==> src/rtl/ret_addr_stack_if.sv <==
// rtl/ret_addr_stack_if.sv - call/ret request and top-of-stack bundle for ret_addr_stack
// master drives the fetch-side requests; slave is the stack itself.
interface ret_addr_stack_if #(
  parameter int AW = 16
);
  logic          call;
  logic          ret;
  logic          halt;
  logic [AW-1:0] pc;
  logic [AW-1:0] ret_addr;
  logic          empty;
  logic          full;
  logic          ovf_err;
  logic          unf_err;

  modport master (
    output call, ret, halt, pc,
    input  ret_addr, empty, full, ovf_err, unf_err
  );

  modport slave (
    input  call, ret, halt, pc,
    output ret_addr, empty, full, ovf_err, unf_err
  );
endinterface

==> src/rtl/ret_addr_stack.sv <==
// rtl/ret_addr_stack.sv - hardware return-address stack with combinational top-of-stack
// Define RET_ADDR_STACK_WRAP_EN to make push-while-full overwrite the oldest entry.
module ret_addr_stack #(
  parameter int DEPTH = 8,
  parameter int AW    = 16
) (
  input  logic             clk,
  input  logic             rst,
  ret_addr_stack_if.slave  bus
);
  localparam int SPW = $clog2(DEPTH);
  localparam logic [SPW:0] FULL_CNT = (SPW+1)'(DEPTH);

  logic [AW-1:0]  mem [DEPTH];
  logic [SPW-1:0] sp;
  logic [SPW:0]   cnt;

  logic [SPW-1:0] top_idx;
  logic [AW-1:0]  push_val;
  logic           is_empty;
  logic           is_full;

  logic           wr_en;
  logic [SPW-1:0] wr_idx;
  logic [SPW-1:0] sp_nxt;
  logic [SPW:0]   cnt_nxt;
  logic           unf_set;
  logic           unf_q;
`ifndef RET_ADDR_STACK_WRAP_EN
  logic           ovf_set;
  logic           ovf_q;
`endif

  // sp is exactly log2(DEPTH) bits, so sp-1 and sp+1 wrap for free
  assign top_idx  = sp - 1'b1;
  assign push_val = bus.pc + 1'b1;
  assign is_empty = (cnt == '0);
  assign is_full  = (cnt == FULL_CNT);

  always_comb begin
    wr_en   = 1'b0;
    wr_idx  = sp;
    sp_nxt  = sp;
    cnt_nxt = cnt;
    unf_set = 1'b0;
`ifndef RET_ADDR_STACK_WRAP_EN
    ovf_set = 1'b0;
`endif
    if (!bus.halt) begin
      case ({bus.call, bus.ret})
        2'b10: begin
          if (!is_full) begin
            wr_en   = 1'b1;
            sp_nxt  = sp + 1'b1;
            cnt_nxt = cnt + 1'b1;
          end else begin
`ifdef RET_ADDR_STACK_WRAP_EN
            wr_en  = 1'b1;
            sp_nxt = sp + 1'b1;
`else
            ovf_set = 1'b1;
`endif
          end
        end
        2'b01: begin
          if (!is_empty) begin
            sp_nxt  = sp - 1'b1;
            cnt_nxt = cnt - 1'b1;
          end else begin
            unf_set = 1'b1;
          end
        end
        2'b11: begin
          // call+ret together replaces the top; on an empty stack it degrades to a push
          if (!is_empty) begin
            wr_en  = 1'b1;
            wr_idx = top_idx;
          end else begin
            wr_en   = 1'b1;
            sp_nxt  = sp + 1'b1;
            cnt_nxt = cnt + 1'b1;
            unf_set = 1'b1;
          end
        end
        default: ;
      endcase
    end
  end

  always_ff @(posedge clk or posedge rst) begin
    if (rst) begin
      for (int i = 0; i < DEPTH; i++) mem[i] <= '0;
      sp    <= '0;
      cnt   <= '0;
      unf_q <= 1'b0;
`ifndef RET_ADDR_STACK_WRAP_EN
      ovf_q <= 1'b0;
`endif
    end else begin
      if (wr_en) mem[wr_idx] <= push_val;
      sp  <= sp_nxt;
      cnt <= cnt_nxt;
      if (unf_set) unf_q <= 1'b1;
`ifndef RET_ADDR_STACK_WRAP_EN
      if (ovf_set) ovf_q <= 1'b1;
`endif
    end
  end

  assign bus.ret_addr = is_empty ? '0 : mem[top_idx];
  assign bus.empty    = is_empty;
  assign bus.full     = is_full;
  assign bus.unf_err  = unf_q;
`ifdef RET_ADDR_STACK_WRAP_EN
  assign bus.ovf_err  = 1'b0;
`else
  assign bus.ovf_err  = ovf_q;
`endif
endmodule

==> src/flat_wrapper.sv <==
// flat-port wrapper written by rule: the top's interface ports become plain ports
module ret_addr_stack_flat 
#(
  parameter int DEPTH = 8,
  parameter int AW    = 16
)
  (clk, rst, bus_call, bus_ret, bus_halt, bus_pc, bus_ret_addr, bus_empty, bus_full, bus_ovf_err, bus_unf_err);
  ret_addr_stack_if #(.AW(AW)) bus_i ();
  input  logic clk;
  input  logic rst;
  input wire logic [$bits(bus_i.call)-1:0] bus_call;
  input wire logic [$bits(bus_i.ret)-1:0] bus_ret;
  input wire logic [$bits(bus_i.halt)-1:0] bus_halt;
  input wire logic [$bits(bus_i.pc)-1:0] bus_pc;
  output wire logic [$bits(bus_i.ret_addr)-1:0] bus_ret_addr;
  output wire logic [$bits(bus_i.empty)-1:0] bus_empty;
  output wire logic [$bits(bus_i.full)-1:0] bus_full;
  output wire logic [$bits(bus_i.ovf_err)-1:0] bus_ovf_err;
  output wire logic [$bits(bus_i.unf_err)-1:0] bus_unf_err;
  assign bus_i.call = bus_call;
  assign bus_i.ret = bus_ret;
  assign bus_i.halt = bus_halt;
  assign bus_i.pc = bus_pc;
  assign bus_ret_addr = bus_i.ret_addr;
  assign bus_empty = bus_i.empty;
  assign bus_full = bus_i.full;
  assign bus_ovf_err = bus_i.ovf_err;
  assign bus_unf_err = bus_i.unf_err;
  ret_addr_stack #(.DEPTH(DEPTH), .AW(AW)) u_core (.clk(clk), .rst(rst), .bus(bus_i));
endmodule
==> config.mk <==
export PLATFORM = sky130hd
export DESIGN_NAME = ret_addr_stack_flat
export DESIGN_NICKNAME = d
export VERILOG_FILES = /design/src/rtl/ret_addr_stack_if.sv /design/src/rtl/ret_addr_stack.sv /design/src/flat_wrapper.sv
export SDC_FILE = /design/constraint.sdc
export NUM_CORES = 1
export LEC_CHECK = 0
export CORE_AREA = 10 10 121 123
export CTS_CLUSTER_DIAMETER = 40
export CTS_CLUSTER_SIZE = 8
export DETAILED_ROUTE_END_ITERATION = 16
export DIE_AREA = 0 0 131 133
export GPL_ROUTABILITY_DRIVEN = 0
export PLACE_DENSITY = 0.79
export REMOVE_ABC_BUFFERS = 1
export SLEW_MARGIN = 20
export SYNTH_ARGS = -nofsm -noshare
export SYNTH_HDL_FRONTEND = slang
export SYNTH_SLANG_ARGS = --single-unit
==> constraint.sdc <==
create_clock -name clk -period 9.3 [get_ports clk]
set_clock_uncertainty 0.1 [all_clocks]
set_input_delay 0.93 -clock clk [delete_from_list [all_inputs] [get_ports clk]]
set_output_delay 0.93 -clock clk [all_outputs]
set_load 0.02 [all_outputs]
==> flow_summary.yaml <==
global_route:
  grt_max_degree: 71
  grt-ovfl-total: 0
  grt_pass1_wl_mm: 26.0
  antenna_found_initial: 0
  grt_pass1_vias: 5032
  grt_use_total_pct: 19.3
sta:
  slew_headroom_pct: 43.2
  slew_violations: 0
  worst_slack_ps: 5050
  worst_slew_pin_slew_ps: 852
  holdWs_ps: 365
  fin_crit_sh_pct: 45.7
  setup_tns_ps: 0
  hold_viol: 0
  max_freq_ghz: 0.235
  fin_crit_ps: 4250
  rsz0062_at_grt: "false"
  final-setup-viol-count: 0
floorplan:
  ios: 41
  chipWidth_um: 131
  die_h_um: 133
  core.rowCount: 41
  die_area_um2: 17400
  start_util_pct: 53.4
  core_um2: 12400
clock_network:
  root_buffer: "clkbuf_16"
  cts_tree: "yes"
  cts.reportedPaths.clkPinSlew_ps: 60
  clk_path_buf_depth: 2
  cts_hold_buf: 0
  ctsResizeCount: 0
  cts_buffers: 17
  clk_latency_ps: 430
  h-tree-depth: 4
  post_cts_buffers: 0
  clkSinkCount: 137
logic_synthesis:
  synthesis.area_um2: 6600
  synth_top_area_share_pct: 52.0
  yosys_warnings: 0
  synth_common_cells: "a21oi_1, dfrtp_1, nor2_1, nand2_1, mux4_2"
  synth.distinct_cells: 48
  synth.most_common_cell: "a21oi_1"
  synth_ff_type: "dfrtp_1"
  async_reset_ff_share_pct: 100
  syn_avg_cell_area_um2: 10.4
  synth_cells: 636
  yosysTopAreaCell: "dfrtp_1"
  synthTopCellsByArea: "dfrtp_1, a21oi_1, mux4_2, nor2_1, nand2_1"
  seq_area_frac_synth_pct: 52.0
  synth-edff-count: 0
  ys_ff_latch: 137
power:
  internal_power_mw: 2.10
  switching_share_pct: 37.8
  cellLeakagePower_nw: 3.15
  p_seq_share_pct: 32.4
  p_switching_mw: 1.27
  p_clk_share_pct: 20.5
  ir_worst_vdd_uv: 354
  p_comb_share_pct: 47.1
  p_per_area_nw_per_um2: 435
placed_design:
  dp_hpwl_mm: 9.77
  io_buffers: 40
  pre_cts_slack_ps: 5510
  place_area_um2: 7140
finish:
  nNetsFinal: 690
  syn_to_final_growth_pct: 17.3
  final_area_um2: 7740
  finalCoreUtilization_pct: 62.6
  drive_above_1_share_pct: 14.2
  antenna_cells: 0
worst_setup_path:
  end_kind: "output pin"
  critPathLaunchType: "flop"
  crit_arrival_ps: 3220
  crit_required_ps: 8270
  cp_max_fo: 32
  crit_type: "reg2out"
route:
  antenna_left: 0
  drtIter0Drc: 519
  wl_mm: 16.1
  first_pass_iters: 5
  vias_per_cell: 5.93
  wl_per_cell_um: 19.1
  drc_errors: 0
  vias: 5026
flow_run:
  maxCapViolCount: 0
run_status:
  status: "completed"
worst_hold_path:
  hp-class: "reg2reg"
## per-stage QoR
step                      instances  total power [mW]
after floorplan                 591              2.12
after global placement          816              2.60
after detailed placement        816              2.67
after CTS                       847              3.38
after global routing            847              3.58
final                           847              3.37
## layout make-up
type / count / area [µm²]
clock buffers: 21 / 460
flip-flops and latches: 137 / 3430
clock inverters: 10 / 140
repair buffers: 53 / 498
fillers: 953 / 4620
multi-input cells: 440 / 2940
inverters: 14 / 55.1
well taps: 172 / 215
## state kept, by name, summed over array words and instances (netlist names)
register	flops
u_core.mem	128
u_core.bus.unf_err	1
u_core.sp	3
u_core.bus.ovf_err	1
u_core.cnt	4
## layout by cell type (no fill, tap or decap), drive strengths merged, types with 2 or more instances in the layout
| master | count |
|---|---|
| or4 | 2 |
| o211ai | 3 |
| nand3 | 9 |
| bufinv | 3 |
| mux2 | 9 |
| xnor2 | 11 |
| inv | 18 |
| mux2i | 4 |
| nand4 | 4 |
| dfrtp | 137 |
| nand2 | 39 |
| nor2b | 3 |
| buf | 13 |
| mux4 | 32 |
| o21ai | 4 |
| clkdlybuf4s50 | 40 |
| nor3 | 5 |
| ha | 5 |
| o31ai | 2 |
| nand2b | 3 |
| clkbuf | 21 |
| a32oi | 2 |
| a21oi | 145 |
| a21o | 2 |
| nor4 | 2 |
| a31oi | 3 |
| clkinv | 3 |
| nor2 | 128 |
| xor2 | 7 |
## worst paths after layout
| kind | startpoint | end | slack (ps) | cells past startpoint |
|---|---|---|---|---|
| worst max-delay path | u_core.sp[1] | bus_ret_addr[8] | 5050 | 7 |
| worst min-delay path | u_core.bus.ovf_err | u_core.bus.ovf_err | 360 | 2 |
| worst max register to register | u_core.sp[1] | u_core.mem[97] | 6200 | 8 |
| worst min register to register | u_core.bus.ovf_err | u_core.bus.ovf_err | 360 | 2 |
| max in group asynchronous | rst | u_core.mem[55] | 6810 | 3 |
| min in group asynchronous | rst | u_core.cnt[0] | 930 | 2 |
## worst max-delay path, cell delays in order, from the launching register on
cell and delay [ps]:
dfrtp_1 430, inv_1 100, ha_1 440, buf_4 510, mux4_2 570, nand2_1 80, a21oi_1 70, clkdlybuf4s50_1 580
## layer usage
| layer | wire length, µm | track usage (%) | vias up | share of wire (%) |
|---|---|---|---|---|
| met5 | 0 | 0 | - | 0 |
| met4 | 271 | 7.05 | 0 | 1.7 |
| met3 | 1190 | 6.23 | 32 | 7.4 |
| met2 | 7850 | 29.6 | 182 | 49 |
| met1 | 6830 | 24.9 | 2530 | 42 |
| li1 | - | - | 2282 | - |
## power groups by stage
stage                     clock network [mW]  logic [mW]  registers (mW)
final                                  0.692        1.59            1.09
after global placement                     0        1.54            1.06
after global routing                   0.730        1.73            1.12
after floorplan                            0        1.06            1.06
after CTS                              0.698        1.60            1.09
after detailed placement                   0        1.58            1.09
## kinds of logic after synthesis
| kind of cell | after synthesis | synth area share (%) |
|---|---|---|
| compound gates | 169 | 14.4 |
| xor+xnor | 18 | 2.39 |
| fa+ha+maj | 6 | 1.25 |
| buf+inv | 59 | 4.15 |
| flops | 137 | 52.0 |
| mux | 45 | 13.1 |
| simple gates | 202 | 12.7 |
(Power assumes the default switching activity.)
